===== src/rtl/load_instruction_tx.sv =====
// load_instruction_tx: streams an 8-word instruction buffer as one burst of strobed beats to a single loader.
// Latency: start accepted in cycle 0, beats in cycles 1..8, gap in cycles 9..10, done_o pulse in cycle 11.
// Backpressure: none from the loader; start while busy is ignored, cfg write while busy is dropped with err_o.
module load_instruction_tx #(
    parameter int NB_PERIPHERALS = 16,
    parameter int LOG_N_INIT     = 4,
    parameter int N_WORDS        = 8
) (
    input  logic                      clk_i,
    input  logic                      rst_ni,
    input  logic                      cfg_we_i,
    input  logic [2:0]                cfg_addr_i,
    input  logic [31:0]               cfg_wdata_i,
    input  logic                      start_i,
    input  logic [LOG_N_INIT-1:0]     target_i,
    input  logic [1:0]                change_i,
    output logic                      busy_o,
    output logic                      done_o,
    output logic                      err_o,
    output logic [31:0]               instrut_value_o,
    output logic [NB_PERIPHERALS-1:0] load_ctrl_o,
    output logic [1:0]                change_o
);

    // The receiver commits exactly when its count reaches eight, so the burst length is fixed.
    localparam logic [2:0] LAST_BEAT = 3'(N_WORDS - 1);

    typedef enum logic [1:0] {
        ST_IDLE = 2'd0,
        ST_SEND = 2'd1,
        ST_GAP  = 2'd2,
        ST_DONE = 2'd3
    } state_t;

    state_t                  state_q;
    logic [2:0]              beat_q;
    logic                    gap_q;
    logic [LOG_N_INIT-1:0]   tgt_q;
    logic [31:0]             buf_q [N_WORDS];

    logic [31:0]             tgt_ext;
    logic                    tgt_ok;
    logic                    start_ok;
    logic                    start_bad;
    logic                    wr_ok;
    logic                    wr_bad;
    logic [2:0]              nxt_beat;
    logic [2:0]              rd_idx;
    logic [31:0]             first_word;

    // One-hot strobe for a target id; callers only pass ids already checked against NB_PERIPHERALS.
    function automatic logic [NB_PERIPHERALS-1:0] onehot(input logic [LOG_N_INIT-1:0] id);
        onehot = NB_PERIPHERALS'(1) << id;
    endfunction

    // Accept/reject decisions for start and cfg writes, plus the read index of the next beat.
    always_comb begin
        tgt_ext   = 32'(target_i);
        tgt_ok    = (tgt_ext < NB_PERIPHERALS);
        start_ok  = start_i && !busy_o && tgt_ok;
        start_bad = start_i && !busy_o && !tgt_ok;
        wr_ok     = cfg_we_i && !busy_o;
        wr_bad    = cfg_we_i && busy_o;
        nxt_beat  = beat_q + 3'd1;
        // The re_ext table only has four entries, so words 0..3 are sent twice.
        rd_idx    = change_o[1] ? {1'b0, nxt_beat[1:0]} : nxt_beat;
        // Beat 0 always reads word 0; a write to it in the start cycle must be forwarded.
        first_word = (wr_ok && (cfg_addr_i == 3'd0)) ? cfg_wdata_i : buf_q[0];
    end

    // Instruction buffer: writable only while no burst is in flight.
    always_ff @(posedge clk_i or negedge rst_ni) begin
        if (!rst_ni) begin
            for (int i = 0; i < N_WORDS; i++) begin
                buf_q[i] <= '0;
            end
        end else if (wr_ok) begin
            buf_q[cfg_addr_i] <= cfg_wdata_i;
        end
    end

    // Burst sequencer with registered beat, strobe, busy and done outputs.
    always_ff @(posedge clk_i or negedge rst_ni) begin
        if (!rst_ni) begin
            state_q         <= ST_IDLE;
            beat_q          <= '0;
            gap_q           <= 1'b0;
            tgt_q           <= '0;
            change_o        <= '0;
            load_ctrl_o     <= '0;
            instrut_value_o <= '0;
            busy_o          <= 1'b0;
            done_o          <= 1'b0;
        end else begin
            done_o <= 1'b0;
            case (state_q)
                ST_IDLE, ST_DONE: begin
                    if (start_ok) begin
                        state_q         <= ST_SEND;
                        beat_q          <= '0;
                        tgt_q           <= target_i;
                        change_o        <= change_i;
                        load_ctrl_o     <= onehot(target_i);
                        instrut_value_o <= first_word;
                        busy_o          <= 1'b1;
                    end else begin
                        state_q <= ST_IDLE;
                    end
                end
                ST_SEND: begin
                    if (beat_q == LAST_BEAT) begin
                        state_q         <= ST_GAP;
                        gap_q           <= 1'b0;
                        load_ctrl_o     <= '0;
                        instrut_value_o <= '0;
                    end else begin
                        beat_q          <= nxt_beat;
                        load_ctrl_o     <= onehot(tgt_q);
                        instrut_value_o <= buf_q[rd_idx];
                    end
                end
                ST_GAP: begin
                    // First gap cycle lets the receiver see count==8, second covers its commit.
                    if (gap_q) begin
                        state_q <= ST_DONE;
                        busy_o  <= 1'b0;
                        done_o  <= 1'b1;
                    end else begin
                        gap_q <= 1'b1;
                    end
                end
                default: begin
                    state_q <= ST_IDLE;
                end
            endcase
        end
    end

    // Single error pulse for a rejected start and/or a rejected cfg write.
    always_ff @(posedge clk_i or negedge rst_ni) begin
        if (!rst_ni) begin
            err_o <= 1'b0;
        end else begin
            err_o <= start_bad || wr_bad;
        end
    end

endmodule

===== config.mk =====
export PLATFORM = sky130hd
export DESIGN_NAME = load_instruction_tx
export DESIGN_NICKNAME = d
export VERILOG_FILES = /design/src/rtl/load_instruction_tx.sv
export SDC_FILE = /design/constraint.sdc
export NUM_CORES = 1
export LEC_CHECK = 0
export BUFFER_PORTS_ARGS = -buffer_cell sky130_fd_sc_hd__buf_2
export CORE_MARGIN = 5
export CORE_UTILIZATION = 45
export DETAILED_ROUTE_END_ITERATION = 7
export PLACE_DENSITY = 0.67
export SYNTH_ARGS = -nofsm -noshare
export SYNTH_HDL_FRONTEND = slang
export SYNTH_SLANG_ARGS = --single-unit

===== constraint.sdc =====
create_clock -name clk_i -period 4.9 [get_ports clk_i]
set_input_delay 0.735 -clock clk_i [delete_from_list [all_inputs] [get_ports clk_i]]
set_output_delay 0.735 -clock clk_i [all_outputs]
set_load 0.01 [all_outputs]

### Yosys cells after proc, flatten, opt, wreduce, memory -nomap -nowiden

Index checks and enable logic that the tools add are counted.

* bits in registers: 319
* latch bits: 0
* bits in writable memories: 0
* ROM bits: 0
* bits of input ports: 45
* output and inout bits: 53
* word-level logic and storage cells: 80
* memories: 0

* add/subtract/negate cells: 1
* $mul: 0
* div/mod/pow operators: 0
* order comparisons: 3
* equality and inequality tests: 8
* shifts and indexed selects: 2
* muxes and demuxes: 28
* bitwise gates (word level): 2
* reductions and logical operators: 18

Operator list (count)
* bitwise mux 256 bit: 1
* 2-to-1 mux 32 bit: 6
* binary-select mux 32 bit (select 3 bit): 1
* demux 32 bit (select 3 bit): 1
* one-hot mux 32 bit (2 select lines): 1
* 2-to-1 mux 16 bit: 2
* one-hot mux 16 bit (2 select lines): 1
* left shift 1 x 4 -> 16 bit, first input constant: 2
* 2-to-1 mux 3 bit: 3
* greater-or-equal comparator 4 bit, second input constant: 2
* inequality test 2 bit, second input constant: 4
* NOT 3 -> 4 bit: 2
* AND reduction 2 bit: 4
* 2-to-1 mux 1 bit: 6
* one-hot mux 2 bit (3 select lines): 1
* one-hot mux 3 bit (2 select lines): 1
* AND reduction 3 bit: 2
* nonzero test 2 bit: 3
* logical AND 1 bit: 5
* == test 2 bit, second input constant: 2
* less-than comparator 4 x 1 -> 1 bit, second input constant: 1
* 2-to-1 mux 2 bit: 2
* one-hot mux 1 bit (2 select lines): 2
* adder 3 x 1 -> 3 bit, second input constant: 1
* other kinds (6): 6

### Logic depth before layout (Yosys ltp)

* word-level depth: 8
* depth in mapped cells: 9
* mapped depth without buffers: 7

### Worst setup path after synthesis

OpenSTA, ideal clock, no wires.

* kind: reg-to-reg
* start point: register beat_q[1]
* end point: register instrut_value_o[22]
* library setup time: 0.137 ns
* data arrival time: 1.842 ns
* required time: 4.763 ns
* path slack: 2.921 ns
* cell stages (with the launch flop): 9
* path buffers: 2
* period minus slack after synthesis: 1.979 ns
* path through: dfrtp_1 ha_1 ha_1 and3_1 clkbuf_1 clkbuf_1 a22oi_1 a32oi_1 a21oi_1

* word-level cells in the longest chain between the ends: 8
* elaborated cells on any way between the ends: 9
* those cells by class: add/sub: 1; eq/ne: 1; mux: 6; bitwise: 1

RTL lines
* start, declared: line 36 `logic [2:0] beat_q;`
* start signal, assigned: line 117 `beat_q <= nxt_beat;`
* adder 3 x 1 -> 3 bit: line 64 `nxt_beat = beat_q + 3'd1;`
* 2-to-1 mux 3 bit: line 66 `rd_idx = change_o[1] ? {1'b0, nxt_beat[1:0]} : nxt_beat;`
* NOT 3 -> 4 bit (implied by the code): line 119 `instrut_value_o <= buf_q[rd_idx];`
* binary-select mux 32 bit (select 3 bit): line 119
* 2-to-1 mux 32 bit (implied by the code) (2 in a row): line 119
* 2-to-1 mux 32 bit *: line 111 `if (beat_q == LAST_BEAT) begin`
* one-hot mux 32 bit (2 select lines) *: line 96 `case (state_q)`
* end signal, assigned: line 104 `instrut_value_o <= first_word;`
* end signal, assigned: line 119
* end, declared: line 20 `output logic [31:0] instrut_value_o,`

Every way passes the cells marked *; elsewhere a longest branch is shown, timed or not. The select of a mux whose other input is x is not followed.
A chain may end at the register's enable or synchronous reset.

### Final worst setup path

* start point: register beat_q[0]
* end point: register instrut_value_o[17]

The elaborated chain is that of the path after synthesis.

==> run summary <==
## Floorplanning
* 35980 um^2 — total die area
* 98 — Boundary Pins
* 45.81% — initial core utilization
* 189.7 um — y dimension of the die
* 189.7 um — horizontal die dimension
* 31720 um^2 — core area
* 65 — std cell rows

## Detailed routing
* 21.62 um — WL/cell
* 0 — detailed-route DRC error count
* 0 — DRT antenna net count
* 33960 um — detailed-route wire length
* 5.795 — mean number of vias per cell
* 9104 — Via Count
* 535 — violation count after the first detailed-routing iteration
* 5 — number of detailed-route iterations in the first pass

## Clock tree
* 3 — largest buffer count on any clock path
* 0 — Post-CTS Setup Repair Bufs
* 36 — total CTS buffers
* 0 — number of buffers added to fix hold violations after cts
* 0 — CTS-repair resized insts
* built — TritonCTS clock tree
* 0.52 ns — insertion delay to the later sink of the worst-skew pair
* 319 — number of clock sinks seen by CTS
* sky130_fd_sc_hd__clkbuf_16 — cell at the root of the clock tree
* 2 — H-tree depth
* 0.06 ns — clk slew on worst S/H paths

## Global route
* 18.98% — GRT Total Usage
* 30.42% — grt met2 use
* 3.229% — GRT met3 Usage
* 4 — antenna violations before repair
* 0 — final global-route overflow total
* 27.03% — met1 global-route usage
* 9444 — vias in the first global route
* 54400 um — first-pass GRT wire length
* 128 — largest net degree at the start of global routing
* met2 — global route hottest layer

## Yosys
* 13.64 um^2 — average footprint of a synthesized cell
* 14530 um^2 — post-synthesis cell area
* 54.94% — share of the synthesized area in the top cell type
* 319 — register bit total from synthesis
* sky130_fd_sc_hd__dfrtp_1 — Synth area leader
* 1065 — Cells after Synth
* 54.94% — share of the yosys chip area belonging to registers
* 41 — count of cell types in the netlist
* sky130_fd_sc_hd__dfrtp_1 55%, sky130_fd_sc_hd__mux2_2 18%, sky130_fd_sc_hd__mux2i_1 9.0% — cell types with the largest area share after synthesis
* 0 — count of warnings emitted by yosys
* 1114 — synthesized netlist net count

## Min path
* primary input to async pin — worst min-delay path class

## STA
* 0 ns — sum of negative setup slack
* 1.066 ns — Slew @ Worst Pin
* 68.33% — portion of the clock cycle consumed by the worst path in the final layout
* 0 — number of hold violations in the final report
* 0.01936 ns — skew final
* 0 — Pins Over Slew Limit
* 28.89% — Rel. slew slack
* 0.2156 ns — Final Hold Slack
* no — unrepaired setup endpoints after global routing
* 0 — final setup violation count
* 3.348 ns — minimum clock period
* 298.7 MHz — max frequency

## Place
* 0.7913 — Final Wtd Congestion
* 19370 um — HPWL after detailed placement
* 97 — number of port buffers

## Setup path
* register — nature of the critical path endpoint
* sky130_fd_sc_hd__buf_4 — slowest cell on the critical path
* buffers and inverters — delay-heaviest family, CP
* register to register — startpoint-to-endpoint class of the critical path
* buf_4 > buf_4 > mux2i_1 > a22oi_1 > a32oi_1 > a21oi_1 — cells traversed along the worst timing path
* 5.26 ns — worst path required time
* 56 — maximum fanout along the worst path
* sky130_fd_sc_hd__buf_4 — CP most frequent cell
* 3.70 ns — arrival time of the worst setup path
* 2 — worst path buffer plus inverter count
* register — startpoint class of the critical path
* 0.88 ns — stage delay of the slowest cell on the critical path

## Power
* 11510 uW — PnR Total Power
* 0.007407 uW — leakage power figure
* 0.4263 mV — peak supply drop
* 694.7 nW/um^2 — Pwr per Cell Area

## Layout
* 14.04% — area delta synth->final
* 1190 — Net count, final
* 52.24% — post-layout util
* 38.18% — layout cell share with drive strength beyond 1

## Status
* completed — outcome

## Flow run
* 0 — Max Cap Viol

## state kept, by name, summed over array words and instances, names as in the netlist
register         flops
beat_q               3
buf_q              256
busy_o               1
change_o             2
done_o               1
err_o                1
gap_q                1
instrut_value_o     32
load_ctrl_o         16
state_q              2
tgt_q                4
## logic make-up (layout without fill, tap and decap cells)
group	count (synthesis)	count (layout)	share of synthesized area, %
mux	393	393	30.06
flops	319	319	54.94
compound gates	172	172	8.422
simple gates	94	94	3.169
buf+inv	83	186	3.066
fa+ha+maj	4	4	0.3445
other cells	0	1	0
## cell type report
cell class | instances | area (um^2)
fill | 2688 | 15150
sequential | 319 | 7986
multi-input combinational | 663 | 6172
clock buffer | 52 | 1062
timing repair buffer | 115 | 668.1
tap | 402 | 503.0
clock inverter | 13 | 151.4
inverter | 6 | 22.52
antenna | 1 | 2.502
## worst paths after layout
kind                       slack, ns                  end      startpoint  cells past startpoint
min in group clk_i              0.46          change_o[1]     change_i[1]                      2
max                             1.55  instrut_value_o[17]       beat_q[0]                      6
min reg2reg                     0.47       load_ctrl_o[8]  load_ctrl_o[8]                      2
max in group asynchronous       3.56            buf_q[57]          rst_ni                      2
min                             0.22            buf_q[41]          rst_ni                      1
max reg2reg                     1.55  instrut_value_o[17]       beat_q[0]                      6
## cells in the final DEF, fill, tap and decap left out, types with 2 or more instances in the layout
cell type	netlist	layout
sky130_fd_sc_hd__mux2_2	230	230
sky130_fd_sc_hd__clkbuf_1	28	7
sky130_fd_sc_hd__nor3_1	5	5
sky130_fd_sc_hd__buf_12	0	3
sky130_fd_sc_hd__clkbuf_8	0	8
sky130_fd_sc_hd__or3_1	2	2
sky130_fd_sc_hd__buf_2	19	96
sky130_fd_sc_hd__o21a_1	10	10
sky130_fd_sc_hd__a31oi_1	3	3
sky130_fd_sc_hd__mux2_4	28	28
sky130_fd_sc_hd__mux2_1	4	4
sky130_fd_sc_hd__clkinv_2	0	7
sky130_fd_sc_hd__bufinv_16	0	3
sky130_fd_sc_hd__clkbuf_16	0	37
sky130_fd_sc_hd__mux2i_1	131	131
sky130_fd_sc_hd__nand3_1	4	4
sky130_fd_sc_hd__nand2_1	22	22
sky130_fd_sc_hd__nand2b_1	4	3
sky130_fd_sc_hd__inv_1	5	5
sky130_fd_sc_hd__nor2_1	41	40
sky130_fd_sc_hd__o221ai_1	8	8
sky130_fd_sc_hd__ha_1	4	4
sky130_fd_sc_hd__nor3b_4	1	4
sky130_fd_sc_hd__a32oi_1	30	30
sky130_fd_sc_hd__o32a_1	4	4
sky130_fd_sc_hd__dfrtp_1	319	318
sky130_fd_sc_hd__o21ai_0	11	11
sky130_fd_sc_hd__buf_4	21	15
sky130_fd_sc_hd__a22oi_1	66	66
sky130_fd_sc_hd__nand3b_1	4	4
sky130_fd_sc_hd__a21oi_1	37	36
sky130_fd_sc_hd__inv_6	0	2
sky130_fd_sc_hd__and2_1	2	2
## stage by stage
stage                     instance area, um^2  instances  setup WS, ns
after floorplan                         14530       1065         2.921
after global placement                  15350       1505         1.604
after detailed placement                15350       1505         1.564
after CTS                               16570       1570         1.556
after global routing                    16570       1571         1.342
final                                   16570       1571         1.552
## synthesized netlist by cell type
library cell / instances
sky130_fd_sc_hd__ha_1: 4
sky130_fd_sc_hd__o21ai_1: 1
sky130_fd_sc_hd__nand3_1: 4
sky130_fd_sc_hd__o221ai_1: 8
sky130_fd_sc_hd__nor2b_1: 1
sky130_fd_sc_hd__buf_2: 19
sky130_fd_sc_hd__nand2_1: 22
sky130_fd_sc_hd__mux2_4: 28
sky130_fd_sc_hd__nor3b_2: 3
sky130_fd_sc_hd__buf_4: 21
sky130_fd_sc_hd__clkbuf_2: 1
sky130_fd_sc_hd__mux2_2: 230
sky130_fd_sc_hd__inv_2: 1
sky130_fd_sc_hd__o21ai_0: 11
sky130_fd_sc_hd__a21oi_1: 37
sky130_fd_sc_hd__nand2_2: 1
sky130_fd_sc_hd__and2_1: 2
sky130_fd_sc_hd__a32oi_1: 30
sky130_fd_sc_hd__o21a_1: 10
sky130_fd_sc_hd__buf_1: 3
sky130_fd_sc_hd__nor3b_4: 1
sky130_fd_sc_hd__clkbuf_4: 2
sky130_fd_sc_hd__nor2_1: 41
sky130_fd_sc_hd__inv_1: 5
sky130_fd_sc_hd__mux2i_1: 131
sky130_fd_sc_hd__a31oi_1: 3
sky130_fd_sc_hd__nand4_1: 1
sky130_fd_sc_hd__nand3b_1: 4
sky130_fd_sc_hd__clkbuf_1: 28
sky130_fd_sc_hd__a21boi_1: 1
sky130_fd_sc_hd__o311ai_0: 1
sky130_fd_sc_hd__buf_6: 3
sky130_fd_sc_hd__mux2_1: 4
sky130_fd_sc_hd__dfrtp_1: 319
sky130_fd_sc_hd__and3_1: 2
sky130_fd_sc_hd__nand3b_2: 1
sky130_fd_sc_hd__o32a_1: 4
sky130_fd_sc_hd__a22oi_1: 66
sky130_fd_sc_hd__or3_1: 2
sky130_fd_sc_hd__nand2b_1: 4
sky130_fd_sc_hd__nor3_1: 5
## where the power goes
group / internal, uW / switching (uW) / leakage, uW
registers: 3950 / 767 / 0.00401
logic: 2040 / 2020 / 0.00279
clock network: 1670 / 1060 / 0.000605
total: 7660 / 3850 / 0.00741
## metal layers
metal	routed length (um)	part of all wire, %
met1	15970	47
met2	15700	46
met3	1574	4.6
met4	682	2.0
met5	28	0.082
(Power assumes the default switching activity.)
